**src/rtl/uart_rx_pkg.sv**
```systemverilog
// Shared types and constants for the uart_rx_buf serial receiver.
package uart_rx_pkg;

  localparam int unsigned DIV_RST_DEFAULT = 106;

  typedef enum logic [2:0] {
    IDLE,
    START,
    DATA,
    PARITY,
    STOP
  } rx_state_t;

  // Receive FIFO entry at the widest legal frame (9 data bits).
  typedef struct packed {
    logic       perr;
    logic       ferr;
    logic [8:0] data;
  } rx_entry_t;

  function automatic int unsigned clog2(input int unsigned v);
    int unsigned r;
    r = 0;
    while ((64'd1 << r) < 64'(v)) r++;
    return r;
  endfunction

endpackage

```
**src/rtl/uart_rx_fifo.sv**
```systemverilog
// Single-clock receive FIFO with occupancy count; pop when empty is ignored,
// push when full is accepted only alongside a pop.
module uart_rx_fifo
  import uart_rx_pkg::*;
#(
  parameter int unsigned WIDTH = 10,
  parameter int unsigned DEPTH = 16
) (
  input  logic                  clk,
  input  logic                  reset,
  input  logic                  push,
  input  logic [WIDTH-1:0]      wr_data,
  input  logic                  pop,
  output logic [WIDTH-1:0]      rd_data,
  output logic                  full,
  output logic                  empty,
  output logic [clog2(DEPTH):0] level
);

  localparam int unsigned AW = clog2(DEPTH);

  logic [WIDTH-1:0] mem [DEPTH];
  logic [AW-1:0]    wr_ptr;
  logic [AW-1:0]    rd_ptr;
  logic             do_push;
  logic             do_pop;

  assign empty   = (level == '0);
  assign full    = (level == (AW+1)'(DEPTH));
  assign do_pop  = pop && !empty;
  assign do_push = push && (!full || do_pop);
  // Head is forced to zero while empty so the outputs read 0 out of reset.
  assign rd_data = empty ? '0 : mem[rd_ptr];

  always_ff @(posedge clk or posedge reset) begin
    if (reset) begin
      wr_ptr <= '0;
      rd_ptr <= '0;
      level  <= '0;
    end else begin
      if (do_push) wr_ptr <= wr_ptr + 1'b1;
      if (do_pop)  rd_ptr <= rd_ptr + 1'b1;
      case ({do_push, do_pop})
        2'b10:   level <= level + 1'b1;
        2'b01:   level <= level - 1'b1;
        default: level <= level;
      endcase
    end
  end

  always_ff @(posedge clk) begin
    if (do_push) mem[wr_ptr] <= wr_data;
  end

endmodule

```
**src/rtl/uart_rx_buf.sv**
```systemverilog
// Parametrised serial receiver (mid-bit sampling, LSB first) feeding a receive FIFO.
// Optional parity bit and parity_odd port when UART_RX_PARITY_EN is defined.
module uart_rx_buf
  import uart_rx_pkg::*;
#(
  parameter int unsigned DATA_BITS  = 8,
  parameter int unsigned FIFO_DEPTH = 16,
  parameter int unsigned DIV_W      = 16,
  parameter int unsigned DIV_RST    = DIV_RST_DEFAULT
) (
  input  logic                       clk,
  input  logic                       reset,
  input  logic                       ser_rx,
  input  logic [DIV_W-1:0]           cfg_div,
  output logic [DATA_BITS-1:0]       rx_data,
  output logic                       rx_ferr,
  output logic                       rx_perr,
  output logic                       rx_valid,
  input  logic                       rx_ready,
`ifdef UART_RX_PARITY_EN
  input  logic                       parity_odd,
`endif
  output logic [clog2(FIFO_DEPTH):0] rx_level,
  output logic                       ovr,
  input  logic                       ovr_clr,
  output logic                       busy
);

  localparam int unsigned EW = DATA_BITS + 2;

  rx_state_t            state;
  logic                 rx_meta;
  logic                 rx_sync;
  logic                 rx_prev;
  logic                 fall;
  logic [DIV_W-1:0]     div_eff;
  logic [DIV_W-1:0]     div_q;
  logic [DIV_W-1:0]     cnt;
  logic [3:0]           bit_cnt;
  logic [DATA_BITS-1:0] shift;
  logic                 perr_bit;
  logic                 push;
  logic                 drop;
  logic                 fifo_full;
  logic                 fifo_empty;
  logic [EW-1:0]        wr_entry;
  logic [EW-1:0]        head;

  // Presetting to 1 keeps reset release from looking like a start edge.
  always_ff @(posedge clk or posedge reset) begin
    if (reset) begin
      rx_meta <= 1'b1;
      rx_sync <= 1'b1;
      rx_prev <= 1'b1;
    end else begin
      rx_meta <= ser_rx;
      rx_sync <= rx_meta;
      rx_prev <= rx_sync;
    end
  end

  assign fall = rx_prev && !rx_sync;

  always_comb begin
    div_eff = cfg_div;
    if (cfg_div == '0)
      div_eff = DIV_W'(DIV_RST);
    else if (cfg_div == DIV_W'(1))
      div_eff = DIV_W'(2);
  end

  always_ff @(posedge clk or posedge reset) begin
    if (reset) begin
      state   <= IDLE;
      busy    <= 1'b0;
      div_q   <= '0;
      cnt     <= '0;
      bit_cnt <= '0;
      shift   <= '0;
`ifdef UART_RX_PARITY_EN
      perr_bit <= 1'b0;
`endif
    end else begin
      case (state)
        IDLE: if (fall) begin
          div_q <= div_eff;
          cnt   <= (div_eff >> 1) - 1'b1;
          busy  <= 1'b1;
          state <= START;
        end
        START: if (cnt != '0) begin
          cnt <= cnt - 1'b1;
        end else if (!rx_sync) begin
          cnt     <= div_q - 1'b1;
          bit_cnt <= '0;
          state   <= DATA;
        end else begin
          busy  <= 1'b0;
          state <= IDLE;
        end
        DATA: if (cnt != '0) begin
          cnt <= cnt - 1'b1;
        end else begin
          shift <= {rx_sync, shift[DATA_BITS-1:1]};
          cnt   <= div_q - 1'b1;
          if (bit_cnt == 4'(DATA_BITS - 1))
`ifdef UART_RX_PARITY_EN
            state <= PARITY;
`else
            state <= STOP;
`endif
          else
            bit_cnt <= bit_cnt + 1'b1;
        end
`ifdef UART_RX_PARITY_EN
        PARITY: if (cnt != '0) begin
          cnt <= cnt - 1'b1;
        end else begin
          perr_bit <= (^shift) ^ rx_sync ^ parity_odd;
          cnt      <= div_q - 1'b1;
          state    <= STOP;
        end
`endif
        STOP: if (cnt != '0) begin
          cnt <= cnt - 1'b1;
        end else begin
          busy  <= 1'b0;
          state <= IDLE;
        end
        default: begin
          busy  <= 1'b0;
          state <= IDLE;
        end
      endcase
    end
  end

`ifndef UART_RX_PARITY_EN
  assign perr_bit = 1'b0;
`endif

  // The word is pushed on the stop-sample cycle itself, not a cycle later.
  assign push     = (state == STOP) && (cnt == '0);
  assign wr_entry = {perr_bit, ~rx_sync, shift};
  assign drop     = push && fifo_full && !rx_ready;

  uart_rx_fifo #(
    .WIDTH (EW),
    .DEPTH (FIFO_DEPTH)
  ) u_fifo (
    .clk     (clk),
    .reset   (reset),
    .push    (push),
    .wr_data (wr_entry),
    .pop     (rx_ready),
    .rd_data (head),
    .full    (fifo_full),
    .empty   (fifo_empty),
    .level   (rx_level)
  );

  assign rx_valid = !fifo_empty;
  assign rx_data  = head[DATA_BITS-1:0];
  assign rx_ferr  = head[DATA_BITS];
  assign rx_perr  = head[DATA_BITS+1];

  always_ff @(posedge clk or posedge reset) begin
    if (reset)
      ovr <= 1'b0;
    else if (drop)
      ovr <= 1'b1;
    else if (ovr_clr)
      ovr <= 1'b0;
  end

endmodule

```
**config.mk**
```make
export PLATFORM = sky130hd
export DESIGN_NAME = uart_rx_buf
export DESIGN_NICKNAME = d
export VERILOG_FILES = /design/src/rtl/uart_rx_pkg.sv /design/src/rtl/uart_rx_fifo.sv /design/src/rtl/uart_rx_buf.sv
export SDC_FILE = /design/constraint.sdc
export NUM_CORES = 1
export LEC_CHECK = 0
export CAP_MARGIN = 20
export CORE_ASPECT_RATIO = 0.6
export CORE_MARGIN = 4
export CORE_UTILIZATION = 45
export CTS_CLUSTER_SIZE = 16
export DETAILED_ROUTE_END_ITERATION = 16
export GPL_TIMING_DRIVEN = 1
export MAX_ROUTING_LAYER = met4
export RECOVER_POWER = 50
export SYNTH_ARGS = -nofsm -noshare
export SYNTH_HDL_FRONTEND = slang
export SYNTH_SLANG_ARGS = --single-unit
```
**constraint.sdc**
```tcl
create_clock -name clk -period 3.2 [get_ports clk]
set_input_delay 0.64 -clock clk [delete_from_list [all_inputs] [get_ports clk]]
set_output_delay 0.64 -clock clk [all_outputs]
set_load 0.01 [all_outputs]
```
==> impl_metrics.tcl, run 1 <==
set metrics [dict create \
    final_common_cell "edfxtp_1" \
    fin_cells 1082 \
    yosysTopAreaCell "edfxtp_1" \
    syn-cell-area_mm2 0.009677 \
    antenna_found_initial 2 \
    ios 39 \
    peakVddDrop_uv 849.2 \
    min_path_cells 0 \
    ys_ff_latch 209 \
    async_flop_share_pct 31.10 \
    hp-class "flip-flop to flip-flop" \
    setup_viol 5 \
    synth-edff-count 144 \
    drt-met1-wl_um 12050 \
    synth_seq_area_share_pct 61.53 \
    grt_pass1_wl_um 37300 \
    routed_wl_um 23930 \
    fin_crit_sh_pct 100.8 \
    cts.sinks 209 \
    grt_pass1_vias 6218 \
    cts_root_buffer "clkbuf_16" \
    first_pass_iters 5 \
    die-area_mm2 0.02399 \
    dieWidth_um 197.3 \
    final_area_mm2 0.01165 \
    max_freq_ghz 0.3100 \
    drv_cap 0 \
    critical-path-top-delay-family "multiplexers" \
    fin_skew_ps 6.734 \
    portBuffers 37 \
    fin_setup_tns_ps -99.31 \
    synth_top_area_share_pct 44.69 \
    std_cell_rows 41 \
    drc 0 \
    critPathBufInv 3 \
    synth_cell_types 71 \
    placed_area_mm2 0.01084 \
    place_congestion 0.9369 \
    vias 6335 \
    hpwl_um 17000 \
    grt_setup_unrepaired "true" \
    worstSetupEndpointType "output pin" \
    violations "setup timing" \
    coreArea_mm2 0.02108 \
    worstPathCellList "buf_12 -> buf_12 -> mux4_2 -> mux4_2 -> and2_4 -> buf_6" \
    power_density_mw_per_mm2 709.3 \
    viasPerCell 5.855 \
    cp_data_arrival_time_ps 2590 \
    synth.avg_cell_area_um2 14.17 \
    top_layer "met4" \
    fin_util_pct 55.25 \
    cts_buffers 21 \
    htree_levels 1 \
    area_growth_pct 20.38 \
    final_cell_mix "144 x edfxtp_1, 61 x dfrtp_1, 61 x buf_4" \
    grt_max_degree 40 \
    layout_setup_ws_ps -25.29 \
    max_stage_delay_ps 560 \
    tritoncts "built" \
    ys_top_cells_by_area "edfxtp_1 45%, dfrtp_1 16%, mux4_2 10%" \
    holdBufCountCts 0 \
    finalHoldViolations 0 \
    antenna_left 0 \
    synth_ff_type "edfxtp_1" \
    wl_met2_um 9261 \
    cts.clk_slew.worst_paths_ps 60 \
    cts_buffer_depth 3 \
    critical-path-slowest-cell "mux4_2" \
    synth_nets 717 \
    critPathMaxFanout 6 \
    cp-start-kind "flip-flop" \
    power.leakage_nw 4.276 \
    drive_gt1_share_pct 25.06 \
    synth_cells 683 \
    final_max_slew_viol_count 0 \
    clk_latency_ps 490 \
    min_period_ps 3225 \
    grt-ovfl-total 0 \
    tightest_slew_ps 941.4 \
    max_slew_margin_pct 37.17 \
    nets 822 \
    cp.required_ps 2560 \
    wl_per_cell_um 22.12 \
    yosys_warnings 0 \
    status "finished with violations" \
    wl_met3_um 2275 \
    fp.dieH_um 121.6 \
    path_depth 6 \
    place_inst 1036 \
    criticalPathCategory "flip-flop to output pin" \
    pre_cts_ws_ps -170.0 \
    start_util_pct 45.90 \
    drt_iter0_markers 680 \
    rr_worst_depth 10 \
    track_usage_pct 20.93 \
]
[flip-flops by register name, indices dropped and copies added (netlist names), 3 cells and up]
| register | count |
|---|---|
| div_q | 16 |
| u_fifo.level | 5 |
| u_fifo.wr_ptr | 4 |
| u_fifo.rd_ptr | 4 |
| bit_cnt | 4 |
| cnt | 16 |
| shift | 8 |
| state | 3 |
| u_fifo.mem | 144 |
[power by group]
group	switching (mW)	total (mW)	internal, mW	leakage, nW
Combinational	1.17	2.44	1.27	1.76
Sequential	0.369	3.50	3.13	2.20
Clock	0.987	2.32	1.34	0.313
[cells in the mapped netlist, drive strengths merged (4+ instances only)]
library cell	number
a21oi	27
a31oi	8
and2	10
buf	13
clkbuf	18
dfrtp	62
edfxtp	144
ha	12
inv	17
mux2	18
mux4	45
nand2	35
nand2b	10
nand3	6
nand3b	5
nand4	10
nor2	54
nor3	20
nor3b	4
nor4	19
o21ai	39
o22ai	5
o32ai	6
or3	5
or4	5
xnor2	20
xor2	14
[path summary, 6_finish.rpt]
| check | slack [ps] | start | end |
|---|---|---|---|
| max in group asynchronous | 610 | reset | rx_prev |
| hold / removal | 360 | rx_meta | rx_sync |
| min in group asynchronous | 810 | reset | u_fifo.level[4] |
| setup / recovery | -30 | u_fifo.rd_ptr[0] | rx_data[4] |
| setup reg to reg | 220 | u_fifo.level[1] | u_fifo.level[4] |
| hold reg to reg | 360 | rx_meta | rx_sync |
[routing by layer]
layer  global-route usage [%]  vias up
li1                         -     2866
met5                        -        -
met1                    34.41     3189
met4                    4.026        0
met2                    25.77      250
met3                    5.445       30
[logic make-up after synthesis]
group                      after synthesis  synth area share [%]
adders and majority gates               13                 1.758
and+or+nand+nor                        200                 11.34
DFF                                    209                 61.53
muxes                                   66                 12.88
buffers and inverters                   48                 2.056
other                                    1               0.03875
AOI/OAI and AO/OA                      112                 7.319
xor gates and xnor gates                34                 3.077
[layout make-up]
| cell class | instances | area (um2) |
|---|---|---|
| diodes | 1 | 2.502 |
| clock buffers | 27 | 568.0 |
| clock inverters | 10 | 81.33 |
| fillers | 1701 | 9435 |
| inverters | 17 | 63.81 |
| multi-input cells | 426 | 3543 |
| flip-flops and latches | 209 | 5958 |
| well taps | 279 | 349.1 |
| repair buffers | 113 | 1082 |
[through the flow]
step	total power, mW	hold WS, ps
final	8.262	364.0
after CTS	8.319	358.1
after global routing	8.704	366.8
after floorplan	4.891	345.2
after global placement	5.666	346.2
after detailed placement	5.721	350.6
[timing repair]
item                       CTS  global route
gates cloned                 2             0
resized for setup           58             2
setup buffers                6             0
pin swaps                    0             0
setup endpoints to repair    9             9
No activity file was read; power rests on OpenSTA's default activity.
==> run 2: changes to the inputs <==
--- a/config.mk
+++ b/config.mk
@@ -11,6 +11,7 @@
 export CORE_UTILIZATION = 45
 export CTS_CLUSTER_SIZE = 16
 export DETAILED_ROUTE_END_ITERATION = 16
+export DONT_BUFFER_PORTS = 1
 export GPL_TIMING_DRIVEN = 1
 export MAX_ROUTING_LAYER = met4
 export RECOVER_POWER = 50
==> impl_metrics.tcl, run 2 (synthesis gave the netlist of run 1 again) <==
set metrics [dict create \
    final_max_slew_viol_count 66 \
    ios 39 \
    track_usage_pct 19.59 \
    max_slew_margin_pct -12.97 \
    drv_cap 1 \
    antenna_found_initial 0 \
    critical-path-top-delay-family "multiplexers" \
    min_from "ser_rx" \
    critPathBufInv 1 \
    min_period_ps 3110 \
    coreArea_mm2 0.02108 \
    tritoncts "built" \
    top_register "u_fifo.mem" \
    whs_ps 149.0 \
    place_inst 969 \
    cts.sinks 209 \
    setup_viol 0 \
    final_common_cell "edfxtp_1" \
    power.leakage_nw 3.889 \
    fp.dieH_um 121.6 \
    grt_setup_unrepaired "false" \
    area_growth_pct 12.67 \
    start_util_pct 45.90 \
    power_density_mw_per_mm2 730.3 \
    hpwl_um 15900 \
    rr_worst_depth 8 \
    cp_data_arrival_time_ps 2470 \
    worstSetupEndpointType "output pin" \
    timing.rr.end "u_fifo.mem[3][1]" \
    finalHoldViolations 0 \
    holdBufCountCts 0 \
    grt_max_degree 66 \
    fin_skew_ps 15.18 \
    status "finished with violations" \
    violations "capacitance limit, slew limit" \
    max_freq_ghz 0.3216 \
    cts_buffers 21 \
    final_cell_mix "144 x edfxtp_1, 61 x dfrtp_1, 53 x nor2_1" \
    cp.required_ps 2560 \
    grt_pass1_wl_um 35200 \
    antenna_cells 0 \
    peakVddDrop_uv 914.1 \
    r2r_start "cnt[1]" \
    drt_iter0_markers 543 \
    wl_per_cell_um 22.59 \
    fin_setup_tns_ps 0 \
    grt-ovfl-total 0 \
    post_cts_resized 0 \
    clk_latency_ps 490 \
    min_path_cells 0 \
    tightest_slew_ps 1695 \
    critical-path-slowest-cell "mux4_2" \
    critPathMaxFanout 15 \
    largest_reg_flops 144 \
    cts.clk_slew.worst_paths_ps 60 \
    worstPathCellList "buf_12 -> mux4_2 -> mux4_2 -> and2_1" \
    finalPower_mw 7.963 \
    place_congestion 0.9657 \
    viasPerCell 5.949 \
    std_cell_rows 41 \
    die-area_mm2 0.02399 \
    cts_buffer_depth 3 \
    cp-start-kind "flip-flop" \
    hp-class "input pin to flip-flop" \
    antenna_left 0 \
    nets 748 \
    vias 5991 \
    top_regs "u_fifo.mem (144), cnt (16), div_q (16)" \
    max_stage_delay_ps 580 \
    crit_top_cell "mux4_2" \
    routed_wl_um 22750 \
    first_pass_iters 5 \
    fin_crit_sh_pct 97.17 \
    criticalPathCategory "flip-flop to output pin" \
    drive_gt1_share_pct 20.19 \
    fin_cells 1007 \
    post_cts_buffers 0 \
    dieWidth_um 197.3 \
    grt_pass1_vias 5965 \
    cts_root_buffer "clkbuf_16" \
    drc 0 \
    hold_end "rx_meta" \
    htree_levels 1 \
    r2r_slack_ps 360 \
    portBuffers 0 \
]
## run 2: changes by cell type in the layout (fill, tap and decap cells not counted), moves of 2 or more
cell,previous run,this run
buf_8,2,0
buf_16,2,0
buf_6,9,0
buf_12,7,2
and2_1,2,10
dlygate4sd3_1,2,0
bufinv_16,1,3
buf_4,61,35
and2_4,8,0
clkbuf_8,2,0
clkdlybuf4s50_1,26,0
## run 2: stage by stage
stage	utilization, %	setup slack, ps	cell area [um2]
finish	51.71	90.44	10900
global route	51.71	14.12	10900
global placement	48.45	370.3	10210
detailed placement	48.45	212.1	10210
CTS	51.66	38.84	10890
floorplan	-	133.4	9677
## run 2: worst max path at each step
| stage | startpoint | end | slack (ps) | depth (start not counted) |
|---|---|---|---|---|
| floorplan | cnt[0] | u_fifo.mem[3][0] | 130 | 10 |
| global placement | cfg_div[4] | cnt[12] | 370 | 11 |
| detailed placement | cfg_div[4] | cnt[12] | 210 | 11 |
| CTS | u_fifo.rd_ptr[0] | rx_data[4] | 40 | 4 |
| global route | u_fifo.rd_ptr[0] | rx_data[4] | 10 | 4 |
| finish | u_fifo.rd_ptr[0] | rx_data[4] | 90 | 4 |
## run 2: report_power, final
| part | internal (mW) | switching, mW | leakage (nW) |
|---|---|---|---|
| combinational | 0.932 | 1.02 | 1.36 |
| sequential | 3.13 | 0.439 | 2.20 |
| clock | 1.45 | 0.987 | 0.321 |
## run 2: cell type report
cell class | instances | area (um2)
Clock buffer | 27 | 548.0
Inverter | 17 | 63.81
Sequential cell | 209 | 5956
Timing Repair Buffer | 39 | 332.8
Fill cell | 1732 | 10180
Clock inverter | 10 | 130.1
Multi-Input combinational cell | 426 | 3523
Tap cell | 279 | 349.1
## run 2: metal layers
layer | routed length (um) | global-route usage [%]
met1 | 11030 | 30.76
met2 | 9065 | 25.45
met5 | 0 | -
met4 | 328 | 3.160
met3 | 2325 | 5.887
